<file path="config.mk">
export PLATFORM = sky130hd
export DESIGN_NAME = triangle_loader_flat
export DESIGN_NICKNAME = d
export VERILOG_FILES = /design/src/rtl/rast_pkg.sv /design/src/rtl/triangle_loader_if.sv /design/src/rtl/rast_handshake.sv /design/src/rtl/triangle_loader.sv /design/src/flat_wrapper.sv
export SDC_FILE = /design/constraint.sdc
export NUM_CORES = 1
export LEC_CHECK = 0
export CORE_ASPECT_RATIO = 1.25
export CORE_MARGIN = 2
export CORE_UTILIZATION = 57
export DETAILED_ROUTE_END_ITERATION = 6
export GPL_ROUTABILITY_DRIVEN = 1
export PLACE_DENSITY = 0.85
export SETUP_SLACK_MARGIN = 0.5
export SLEW_MARGIN = 40
export SYNTH_ARGS = -nofsm -noshare
export SYNTH_HDL_FRONTEND = slang
export SYNTH_SLANG_ARGS = --single-unit
export TNS_END_PERCENT = 50
</file>
<file path="constraint.sdc">
create_clock -name clock -period 2.66 [get_ports clock]
set_input_delay 0.399 -clock clock [delete_from_list [all_inputs] [get_ports clock]]
set_output_delay 0.399 -clock clock [all_outputs]
set_load 0.05 [all_outputs]
</file>
<file path="src/rtl/rast_pkg.sv">
// Shared rasterizer-feeder definitions: opcodes, widths, FSM encodings, triangle record layout.
// Fixed 32-bit command packing: vertex word {y[15:0],x[15:0]}, colour word {8'h00,r,g,b}.
package rast_pkg;
    localparam int CMD_W   = 32;
    localparam int COORD_W = 16;
    localparam int COLOR_W = 24;

    localparam logic [7:0] OP_NOP = 8'h00;
    localparam logic [7:0] OP_TRI = 8'h01;

    localparam int VX_LSB  = 0;
    localparam int VY_LSB  = 16;
    localparam int COL_LSB = 0;
    localparam int OPC_LSB = 24;

    typedef enum logic [3:0] {
        C_HDR = 4'h0,
        C_V0  = 4'h1,
        C_V1  = 4'h2,
        C_V2  = 4'h3,
        C_COL = 4'h4
    } collect_state_t;

    typedef enum logic [3:0] {
        H_IDLE  = 4'h0,
        H_OFFER = 4'h1,
        H_HELD  = 4'h2
    } hs_state_t;

    typedef struct packed {
        logic [COORD_W-1:0] x0;
        logic [COORD_W-1:0] y0;
        logic [COORD_W-1:0] x1;
        logic [COORD_W-1:0] y1;
        logic [COORD_W-1:0] x2;
        logic [COORD_W-1:0] y2;
        logic [COLOR_W-1:0] color;
    } tri_rec_t;

    function automatic logic [7:0] opcode_of(input logic [CMD_W-1:0] word);
        return word[OPC_LSB +: 8];
    endfunction
endpackage

</file>
<file path="src/rtl/triangle_loader_if.sv">
// Command word stream from the HPS bridge: valid/ready, word taken when both are high.
interface triangle_loader_if;
    import rast_pkg::*;

    logic             cmd_valid;
    logic [CMD_W-1:0] cmd_data;
    logic             cmd_ready;

    modport master (output cmd_valid, output cmd_data, input cmd_ready);
    modport slave  (input cmd_valid, input cmd_data, output cmd_ready);
endinterface

</file>
<file path="src/rtl/rast_handshake.sv">
// Output buffer + level handshake to the rasterizer: load from a full upstream buffer when empty,
// raise data_ready the cycle after the load, drop it on busy, release the buffer when busy falls.
module rast_handshake
    import rast_pkg::*;
(
    input  logic     clock,
    input  logic     reset_n,
    input  logic     load_req,
    input  tri_rec_t rec_in,
    output logic     load,
    input  logic     busy,
    output logic     data_ready,
    output tri_rec_t rec_out
);
    hs_state_t state, state_nxt;
    logic      data_ready_nxt;

    always_comb begin
        state_nxt      = state;
        data_ready_nxt = data_ready;
        load           = 1'b0;
        case (state)
            H_IDLE: begin
                if (load_req) begin
                    load      = 1'b1;
                    state_nxt = H_OFFER;
                end
            end
            H_OFFER: begin
                // Offer only while busy is low so data_ready never rises under busy.
                if (data_ready && busy) begin
                    state_nxt      = H_HELD;
                    data_ready_nxt = 1'b0;
                end else if (!busy) begin
                    data_ready_nxt = 1'b1;
                end
            end
            H_HELD: begin
                if (!busy) state_nxt = H_IDLE;
            end
            default: begin
                state_nxt      = H_IDLE;
                data_ready_nxt = 1'b0;
            end
        endcase
    end

    always_ff @(posedge clock or negedge reset_n) begin
        if (!reset_n) begin
            state      <= H_IDLE;
            data_ready <= 1'b0;
            rec_out    <= '0;
        end else begin
            state      <= state_nxt;
            data_ready <= data_ready_nxt;
            if (load) rec_out <= rec_in;
        end
    end
endmodule

</file>
<file path="src/rtl/triangle_loader.sv">
// Assembles 5-word triangle commands into a collect buffer, hands them to rast_handshake; data_ready
// two cycles after the last word. Stalls input via cmd_ready while full. TRIANGLE_LOADER_STATS_EN adds counters.
module triangle_loader
    import rast_pkg::*;
(
    input  logic               clock,
    input  logic               reset_n,
    triangle_loader_if.slave   cmd,
    input  logic               busy,
    output logic               data_ready,
    output logic [COORD_W-1:0] tri_x0,
    output logic [COORD_W-1:0] tri_y0,
    output logic [COORD_W-1:0] tri_x1,
    output logic [COORD_W-1:0] tri_y1,
    output logic [COORD_W-1:0] tri_x2,
    output logic [COORD_W-1:0] tri_y2,
    output logic [COLOR_W-1:0] tri_color,
    output logic               bad_cmd
`ifdef TRIANGLE_LOADER_STATS_EN
    ,
    output logic [31:0]        tri_count,
    output logic [15:0]        bad_count
`endif
);
    collect_state_t c_state, c_state_nxt;
    tri_rec_t       col_rec, out_rec;
    logic           collect_full, rdy_en, accept, load, bad_nxt;
    logic [7:0]     opcode;

    // rdy_en keeps cmd_ready low through reset and sets on the first clock after release.
    assign cmd.cmd_ready = rdy_en & ~collect_full;
    assign accept        = cmd.cmd_valid & cmd.cmd_ready;
    assign opcode        = opcode_of(cmd.cmd_data);

    always_comb begin
        c_state_nxt = c_state;
        bad_nxt     = 1'b0;
        if (accept) begin
            case (c_state)
                C_HDR: begin
                    if (opcode == OP_TRI)      c_state_nxt = C_V0;
                    else if (opcode != OP_NOP) bad_nxt     = 1'b1;
                end
                C_V0:    c_state_nxt = C_V1;
                C_V1:    c_state_nxt = C_V2;
                C_V2:    c_state_nxt = C_COL;
                C_COL:   c_state_nxt = C_HDR;
                default: c_state_nxt = C_HDR;
            endcase
        end
    end

    always_ff @(posedge clock or negedge reset_n) begin
        if (!reset_n) begin
            c_state      <= C_HDR;
            rdy_en       <= 1'b0;
            bad_cmd      <= 1'b0;
            collect_full <= 1'b0;
        end else begin
            c_state <= c_state_nxt;
            rdy_en  <= 1'b1;
            bad_cmd <= bad_nxt;
            if (load)                           collect_full <= 1'b0;
            else if (accept && c_state == C_COL) collect_full <= 1'b1;
        end
    end

    always_ff @(posedge clock or negedge reset_n) begin
        if (!reset_n) begin
            col_rec <= '0;
        end else if (accept) begin
            case (c_state)
                C_V0: begin
                    col_rec.x0 <= cmd.cmd_data[VX_LSB +: COORD_W];
                    col_rec.y0 <= cmd.cmd_data[VY_LSB +: COORD_W];
                end
                C_V1: begin
                    col_rec.x1 <= cmd.cmd_data[VX_LSB +: COORD_W];
                    col_rec.y1 <= cmd.cmd_data[VY_LSB +: COORD_W];
                end
                C_V2: begin
                    col_rec.x2 <= cmd.cmd_data[VX_LSB +: COORD_W];
                    col_rec.y2 <= cmd.cmd_data[VY_LSB +: COORD_W];
                end
                C_COL:   col_rec.color <= cmd.cmd_data[COL_LSB +: COLOR_W];
                default: col_rec <= col_rec;
            endcase
        end
    end

    rast_handshake u_hs (
        .clock      (clock),
        .reset_n    (reset_n),
        .load_req   (collect_full),
        .rec_in     (col_rec),
        .load       (load),
        .busy       (busy),
        .data_ready (data_ready),
        .rec_out    (out_rec)
    );

    assign tri_x0    = out_rec.x0;
    assign tri_y0    = out_rec.y0;
    assign tri_x1    = out_rec.x1;
    assign tri_y1    = out_rec.y1;
    assign tri_x2    = out_rec.x2;
    assign tri_y2    = out_rec.y2;
    assign tri_color = out_rec.color;

`ifdef TRIANGLE_LOADER_STATS_EN
    // data_ready is only high in the offer state, so data_ready & busy is the take event.
    always_ff @(posedge clock or negedge reset_n) begin
        if (!reset_n) begin
            tri_count <= 32'd0;
            bad_count <= 16'd0;
        end else begin
            if (data_ready && busy)                tri_count <= tri_count + 32'd1;
            if (bad_cmd && bad_count != 16'hFFFF) bad_count <= bad_count + 16'd1;
        end
    end
`endif
endmodule

</file>
<file path="src/flat_wrapper.sv">
// flat-port wrapper written by rule: the top's interface ports become plain ports
module triangle_loader_flat import rast_pkg::*;
  (clock, reset_n, busy, data_ready, tri_x0, tri_y0, tri_x1, tri_y1, tri_x2, tri_y2, tri_color, bad_cmd, cmd_cmd_valid, cmd_cmd_data, cmd_cmd_ready);
  triangle_loader_if cmd_i ();
  input  logic clock;
  input  logic reset_n;
  input  logic busy;
  output logic data_ready;
  output logic [COORD_W-1:0] tri_x0;
  output logic [COORD_W-1:0] tri_y0;
  output logic [COORD_W-1:0] tri_x1;
  output logic [COORD_W-1:0] tri_y1;
  output logic [COORD_W-1:0] tri_x2;
  output logic [COORD_W-1:0] tri_y2;
  output logic [COLOR_W-1:0] tri_color;
  output logic bad_cmd;
  input wire logic [$bits(cmd_i.cmd_valid)-1:0] cmd_cmd_valid;
  input wire logic [$bits(cmd_i.cmd_data)-1:0] cmd_cmd_data;
  output wire logic [$bits(cmd_i.cmd_ready)-1:0] cmd_cmd_ready;
  assign cmd_i.cmd_valid = cmd_cmd_valid;
  assign cmd_i.cmd_data = cmd_cmd_data;
  assign cmd_cmd_ready = cmd_i.cmd_ready;
  triangle_loader u_core (.clock(clock), .reset_n(reset_n), .cmd(cmd_i), .busy(busy), .data_ready(data_ready), .tri_x0(tri_x0), .tri_y0(tri_y0), .tri_x1(tri_x1), .tri_y1(tri_y1), .tri_x2(tri_x2), .tri_y2(tri_y2), .tri_color(tri_color), .bad_cmd(bad_cmd));
endmodule
</file>
==> reports/qor.yml, run 1 <==
status: "completed"
finalInstanceArea_um2: 12000
num_vias: 5125
irDropWorstVdd_uv: 633
power_leakage_nw: 5.81
drc: 0
wirelength_um: 19000
netlist_area_um2: 9380
clock.fmax_mhz: 474
crit_family: "buffers and inverters"
htree_levels: 1
grt_max_degree: 94
core.rowCount: 52
worst_setup_path_end_kind: "output port"
final_cell_mix: "249 x dfrtp_1, 222 x mux2_2, 155 x clkdlybuf4s50_1"
path_buf_inv: 1
cp-start-kind: "flip-flop"
maxSlewHeadroom_pct: 61.2
initialDrtViolationCount: 262
antenna_found_initial: 0
port_buffers: 158
clock_skew_ns: 0.00617
routabilityCongestion: 0.771
dpl_cell_area_um2: 11200
final_nets: 749
start_util_pct: 58.1
drtAntennaViolNets: 0
worstMarginPinSlew_ns: 0.580
clockRootBuffer: "clkbuf_16"
syn_nets: 581
grt_pass1_wl_um: 31400
hold_path_class: "input pin to async pin"
areaGrowthSynthToFinish_pct: 27.5
slew_viol_final: 0
seq_area_um2: 6230
overflow: 0
wire_per_inst_um: 20.2
final_common_cell: "dfrtp_1"
insertion_delay_ns: 0.49
avgSynthCellArea_um2: 17.2
diodes: 0
ys_ff_latch: 249
finalSetupTns_ns: 0
multiInputGateArea_um2: 2980
hpwl_um: 12700
vias_per_cell: 5.43
firstDrtPassIters: 4
crit_type: "flip-flop to output port"
path_cells: "clkdlybuf4s50_1"
cts_tree: "done"
maxCapViolations: 0
core_um2: 16100
cpPeakStageDelay_ns: 0.85
chipHeight_um: 147
layout-drive-gt1-share_pct: 40.0
cts_setup_buffers: 0
clkSlewWorstSetupHoldPaths_ns: 0.07
cts.sinks: 249
cts_max_path_buffers: 3
yosysWarnings: 0
cts_made_buffers: 23
power.density_nw_per_um2: 1020
ios: 159
rsz0062_at_grt: "false"
grt_usage_pct: 22.5
worst-path-max-fanout: 2
seq_area_frac_synth_pct: 66.5
synthCells: 545
yosysUniqueCellTypes: 26
crit_arrival_ns: 1.71
die_area_um2: 17500
finalHoldViolCount: 0
nFillCells: 1035
crit_path_top_delay_cell: "clkdlybuf4s50_1"
grt_pass1_vias: 5787
crit_required_ns: 2.26
finalCritPeriodShare_pct: 79.4
die_w_um: 119
period_minus_slack_ns: 2.11
finalSetupViolations: 0
==> report_power, final <==
part	internal [mW]	leakage [nW]	switching, mW	total (mW)
Clock	1.83	0.358	1.30	3.13
Sequential	4.70	3.38	0.519	5.22
Combinational	1.67	2.07	2.14	3.82
==> final cells by class <==
type / instances / share of cell area, %
Clock buffer: 37 / 6.01
Clock inverter: 2 / 0.105
Inverter: 1 / 0.0314
Multi-Input combinational cell: 269 / 24.9
Sequential cell: 249 / 52.1
Tap cell: 216 / 2.26
Timing Repair Buffer: 169 / 14.5
==> cells by family after synthesis <==
group           Yosys count  share of synthesized area, %
flops                   249                          66.5
buf+inv                  27                          1.80
mux                     241                          29.7
simple gates             21                          1.55
other cells               1                        0.0400
compound gates            6                         0.440
==> sequential cells by signal (all words and copies together), names as in the netlist <==
signal,cells
u_core.u_hs.state,2
u_core.collect_full,1
u_core.u_hs.rec_out,120
u_core.col_rec,120
u_core.u_hs.data_ready,1
u_core.rdy_en,1
u_core.c_state,3
u_core.bad_cmd,1
==> cells in the mapped netlist (all sizes together) <==
| library cell | count | area, µm² |
|---|---|---|
| nor2 | 4 | 15.0 |
| a311oi | 1 | 8.76 |
| nand2b | 1 | 6.26 |
| and4bb | 1 | 12.5 |
| nor3 | 2 | 10.0 |
| a21o | 1 | 7.51 |
| o211ai | 1 | 7.51 |
| a21oi | 1 | 5.00 |
| o21ai | 1 | 5.00 |
| conb | 1 | 3.75 |
| nand2 | 3 | 11.3 |
| inv | 1 | 3.75 |
| nand3b | 5 | 50.1 |
| mux2 | 241 | 2790 |
| and2b | 1 | 7.51 |
| and3 | 2 | 12.5 |
| buf | 25 | 161 |
| nor4 | 1 | 6.26 |
| or4b | 1 | 13.8 |
| clkbuf | 1 | 3.75 |
| a21boi | 1 | 7.51 |
| dfrtp | 249 | 6230 |
==> final timing paths <==
| check | from | to | slack (ns) | cells after the start |
|---|---|---|---|---|
| max in group asynchronous | reset_n | u_core.col_rec[89]$_DFFE_PN0P_ | 1.41 | 3 |
| min in group clock | u_core.col_rec[91]$_DFFE_PN0P_ | u_core.u_hs.rec_out[91]$_DFFE_PN0P_ | 0.50 | 1 |
| hold / removal | reset_n | u_core.u_hs.rec_out[118]$_DFFE_PN0P_ | 0.43 | 2 |
| hold reg to reg | u_core.col_rec[91]$_DFFE_PN0P_ | u_core.u_hs.rec_out[91]$_DFFE_PN0P_ | 0.50 | 1 |
| setup / recovery | u_core.u_hs.rec_out[1]$_DFFE_PN0P_ | tri_color[1] | 0.55 | 1 |
| setup reg to reg | u_core.collect_full$_DFFE_PN0P_ | u_core.col_rec[5]$_DFFE_PN0P_ | 0.72 | 3 |
==> timing repair <==
action                                  CTS  global route
endpoints found under the hold margin    51             0
gates resized for setup                   1             1
hold buffers                              1             0
endpoints found under the setup margin    1             1
cloned                                    0             0
==> layer usage <==
layer | wire length [µm] | track usage, % | vias up
li1 | - | - | 2271
met1 | 7710 | 28.9 | 2693
met2 | 10100 | 39.7 | 131
met3 | 873 | 3.82 | 30
met4 | 358 | 6.01 | 0
met5 | 0 | 0 | -
==> metrics by stage <==
stage	util, %	total power [mW]	cells	hold slack, ns	worst slack (ns)
after floorplan	-	7.79	545	0.103	0.903
after global placement	69.5	8.91	903	0.339	0.352
after detailed placement	69.5	9.13	903	0.341	0.304
after CTS	74.1	12.3	943	0.428	0.501
after global routing	74.1	12.7	943	0.453	0.503
final	74.1	12.2	943	0.430	0.549
Power figures use the tool's default switching activity.
==> run 2: changes to the inputs <==
--- a/config.mk
+++ b/config.mk
@@ -7,10 +7,10 @@
 export LEC_CHECK = 0
 export CORE_ASPECT_RATIO = 1.25
 export CORE_MARGIN = 2
-export CORE_UTILIZATION = 57
+export CORE_UTILIZATION = 53
 export DETAILED_ROUTE_END_ITERATION = 6
 export GPL_ROUTABILITY_DRIVEN = 1
-export PLACE_DENSITY = 0.85
+export PLACE_DENSITY = 0.8
 export SETUP_SLACK_MARGIN = 0.5
 export SLEW_MARGIN = 40
 export SYNTH_ARGS = -nofsm -noshare
==> constraint.sdc (replaced) <==
create_clock -name clock -period 2.1 [get_ports clock]
set_input_delay 0.315 -clock clock [delete_from_list [all_inputs] [get_ports clock]]
set_output_delay 0.315 -clock clock [all_outputs]
set_load 0.05 [all_outputs]
==> reports/qor.yml, run 2 (synthesized netlist as in run 1, its figures left out) <==
start_util_pct: 54.0
die_w_um: 123
grt_max_degree: 79
irDropWorstVdd_uv: 884
core.rowCount: 54
cpPeakStageDelay_ns: 0.53
maxSlewHeadroom_pct: 58.5
finalHoldViolCount: 0
status: "completed"
areaGrowthSynthToFinish_pct: 36.5
grt_pass1_vias: 5913
crit_path_top_delay_cell: "or4b_4"
finalCritPeriodShare_pct: 84.2
diodes: 0
maxCapViolations: 0
grt_usage_pct: 22.8
firstDrtPassIters: 5
routabilityCongestion: 0.762
path_cells: "nand3b_4 > or4b_4 > buf_12 > mux2_4"
finalInstanceArea_um2: 12800
final_cell_mix: "246 x dfrtp_1, 199 x mux2_2, 118 x clkdlybuf4s15_2"
path_buf_inv: 1
crit_arrival_ns: 2.14
hold_path_class: "input pin to async pin"
finalSetupViolations: 0
vias_per_cell: 5.49
drtAntennaViolNets: 0
cts.sinks: 249
dpl_cell_area_um2: 11400
insertion_delay_ns: 0.50
rsz0062_at_grt: "true"
worstMarginPinSlew_ns: 0.622
reg.largest.list: "u_core.col_rec (120), u_core.u_hs.rec_out (120), u_core.c_state (3)"
hpwl_um: 13200
nFillCells: 1040
crit_required_ns: 2.48
crit_family: "simple AND/OR/NAND/NOR gates"
fin_ws_ns: 0.333
overflow: 0
power_leakage_nw: 6.18
chipHeight_um: 153
initialDrtViolationCount: 242
htree_levels: 1
clock.fmax_mhz: 566
final_common_cell: "dfrtp_1"
layout-drive-gt1-share_pct: 59.4
grt_pass1_wl_um: 33300
final_nets: 780
cts_max_path_buffers: 3
wire_per_inst_um: 23.6
wirelength_um: 23200
antenna_found_initial: 0
cp-start-kind: "flip-flop"
ios: 159
period_minus_slack_ns: 1.77
cts_tree: "done"
crit_type: "flip-flop to flip-flop"
clock_skew_ns: 0.00914
clockRootBuffer: "clkbuf_16"
power.density_nw_per_um2: 1270
slew_viol_final: 0
post-place-ws_ns: -0.00537
core_um2: 17400
clkSlewWorstSetupHoldPaths_ns: 0.06
die_area_um2: 18800
cts_made_buffers: 23
worst-path-max-fanout: 17
port_buffers: 158
worst_setup_path_end_kind: "flip-flop"
drc: 0
num_vias: 5399
run 2: final timing paths:
path | slack, ns | start | end | depth (start not counted)
max in group asynchronous | 0.97 | reset_n | u_core.col_rec[111]$_DFFE_PN0P_ | 3
worst min register to register | 0.50 | u_core.col_rec[32]$_DFFE_PN0P_ | u_core.u_hs.rec_out[32]$_DFFE_PN0P_ | 1
min in group clock | 0.46 | busy | u_core.u_hs.state[1]$_DFFE_PN0P_ | 2
worst max register to register | 0.33 | u_core.collect_full$_DFFE_PN0P_ | u_core.col_rec[19]$_DFFE_PN0P_ | 4
worst min-delay path | 0.41 | reset_n | u_core.u_hs.rec_out[77]$_DFFE_PN0P_ | 2
worst max-delay path | 0.33 | u_core.collect_full$_DFFE_PN0P_ | u_core.col_rec[19]$_DFFE_PN0P_ | 4
run 2: per-layer routing:
layer | wire (µm) | up-vias | GRT usage (%)
met2 | 12500 | 157 | 40.4
li1 | - | 2336 | -
met5 | 0 | - | 0
met1 | 9400 | 2881 | 29.0
met3 | 983 | 25 | 3.85
met4 | 344 | 0 | 5.58
run 2: worst reg2reg max path, cell delays in order, from the launching register on:
cell and delay, ns:
dfrtp_2 0.44, nand3b_4 0.17, or4b_4 0.53, buf_12 0.19, mux2_4 0.32
run 2: cell type report:
| class | count | area, µm² | share of cell area (%) |
|---|---|---|---|
| well taps | 224 | 280 | 2.19 |
| flip-flops and latches | 249 | 6230 | 48.7 |
| clock inverters | 8 | 115 | 0.899 |
| repair buffers | 200 | 2430 | 19.0 |
| clock buffers | 32 | 659 | 5.15 |
| multi-input cells | 269 | 3080 | 24.0 |
| inverters | 1 | 3.75 | 0.0293 |
run 2: timing repair:
action	in CTS	in global routing
endpoints found under the hold margin	70	0
hold buffers	1	0
setup buffers	4	3
cloned	2	12
pin swaps	1	2
setup endpoints to repair	363	271
gates resized for setup	376	39
run 2: per-stage QoR:
step	utilization, %	hold slack, ns	TNS (ns)	total power, mW	instances
floorplan	-	0.0194	0	9.87	545
global placement	65.5	0.330	0	11.4	921
detailed placement	65.5	0.346	-0.0100	11.6	921
CTS	71.3	0.423	0	15.9	968
global route	73.7	0.452	0	16.9	983
finish	73.7	0.415	0	16.3	983
run 2: report_power, final:
group / internal, mW / total, mW / switching [mW] / leakage, nW
sequential: 5.96 / 6.66 / 0.700 / 3.38
combinational: 2.37 / 5.34 / 2.97 / 2.41
clock: 2.55 / 4.29 / 1.74 / 0.386
total: 10.9 / 16.3 / 5.40 / 6.18
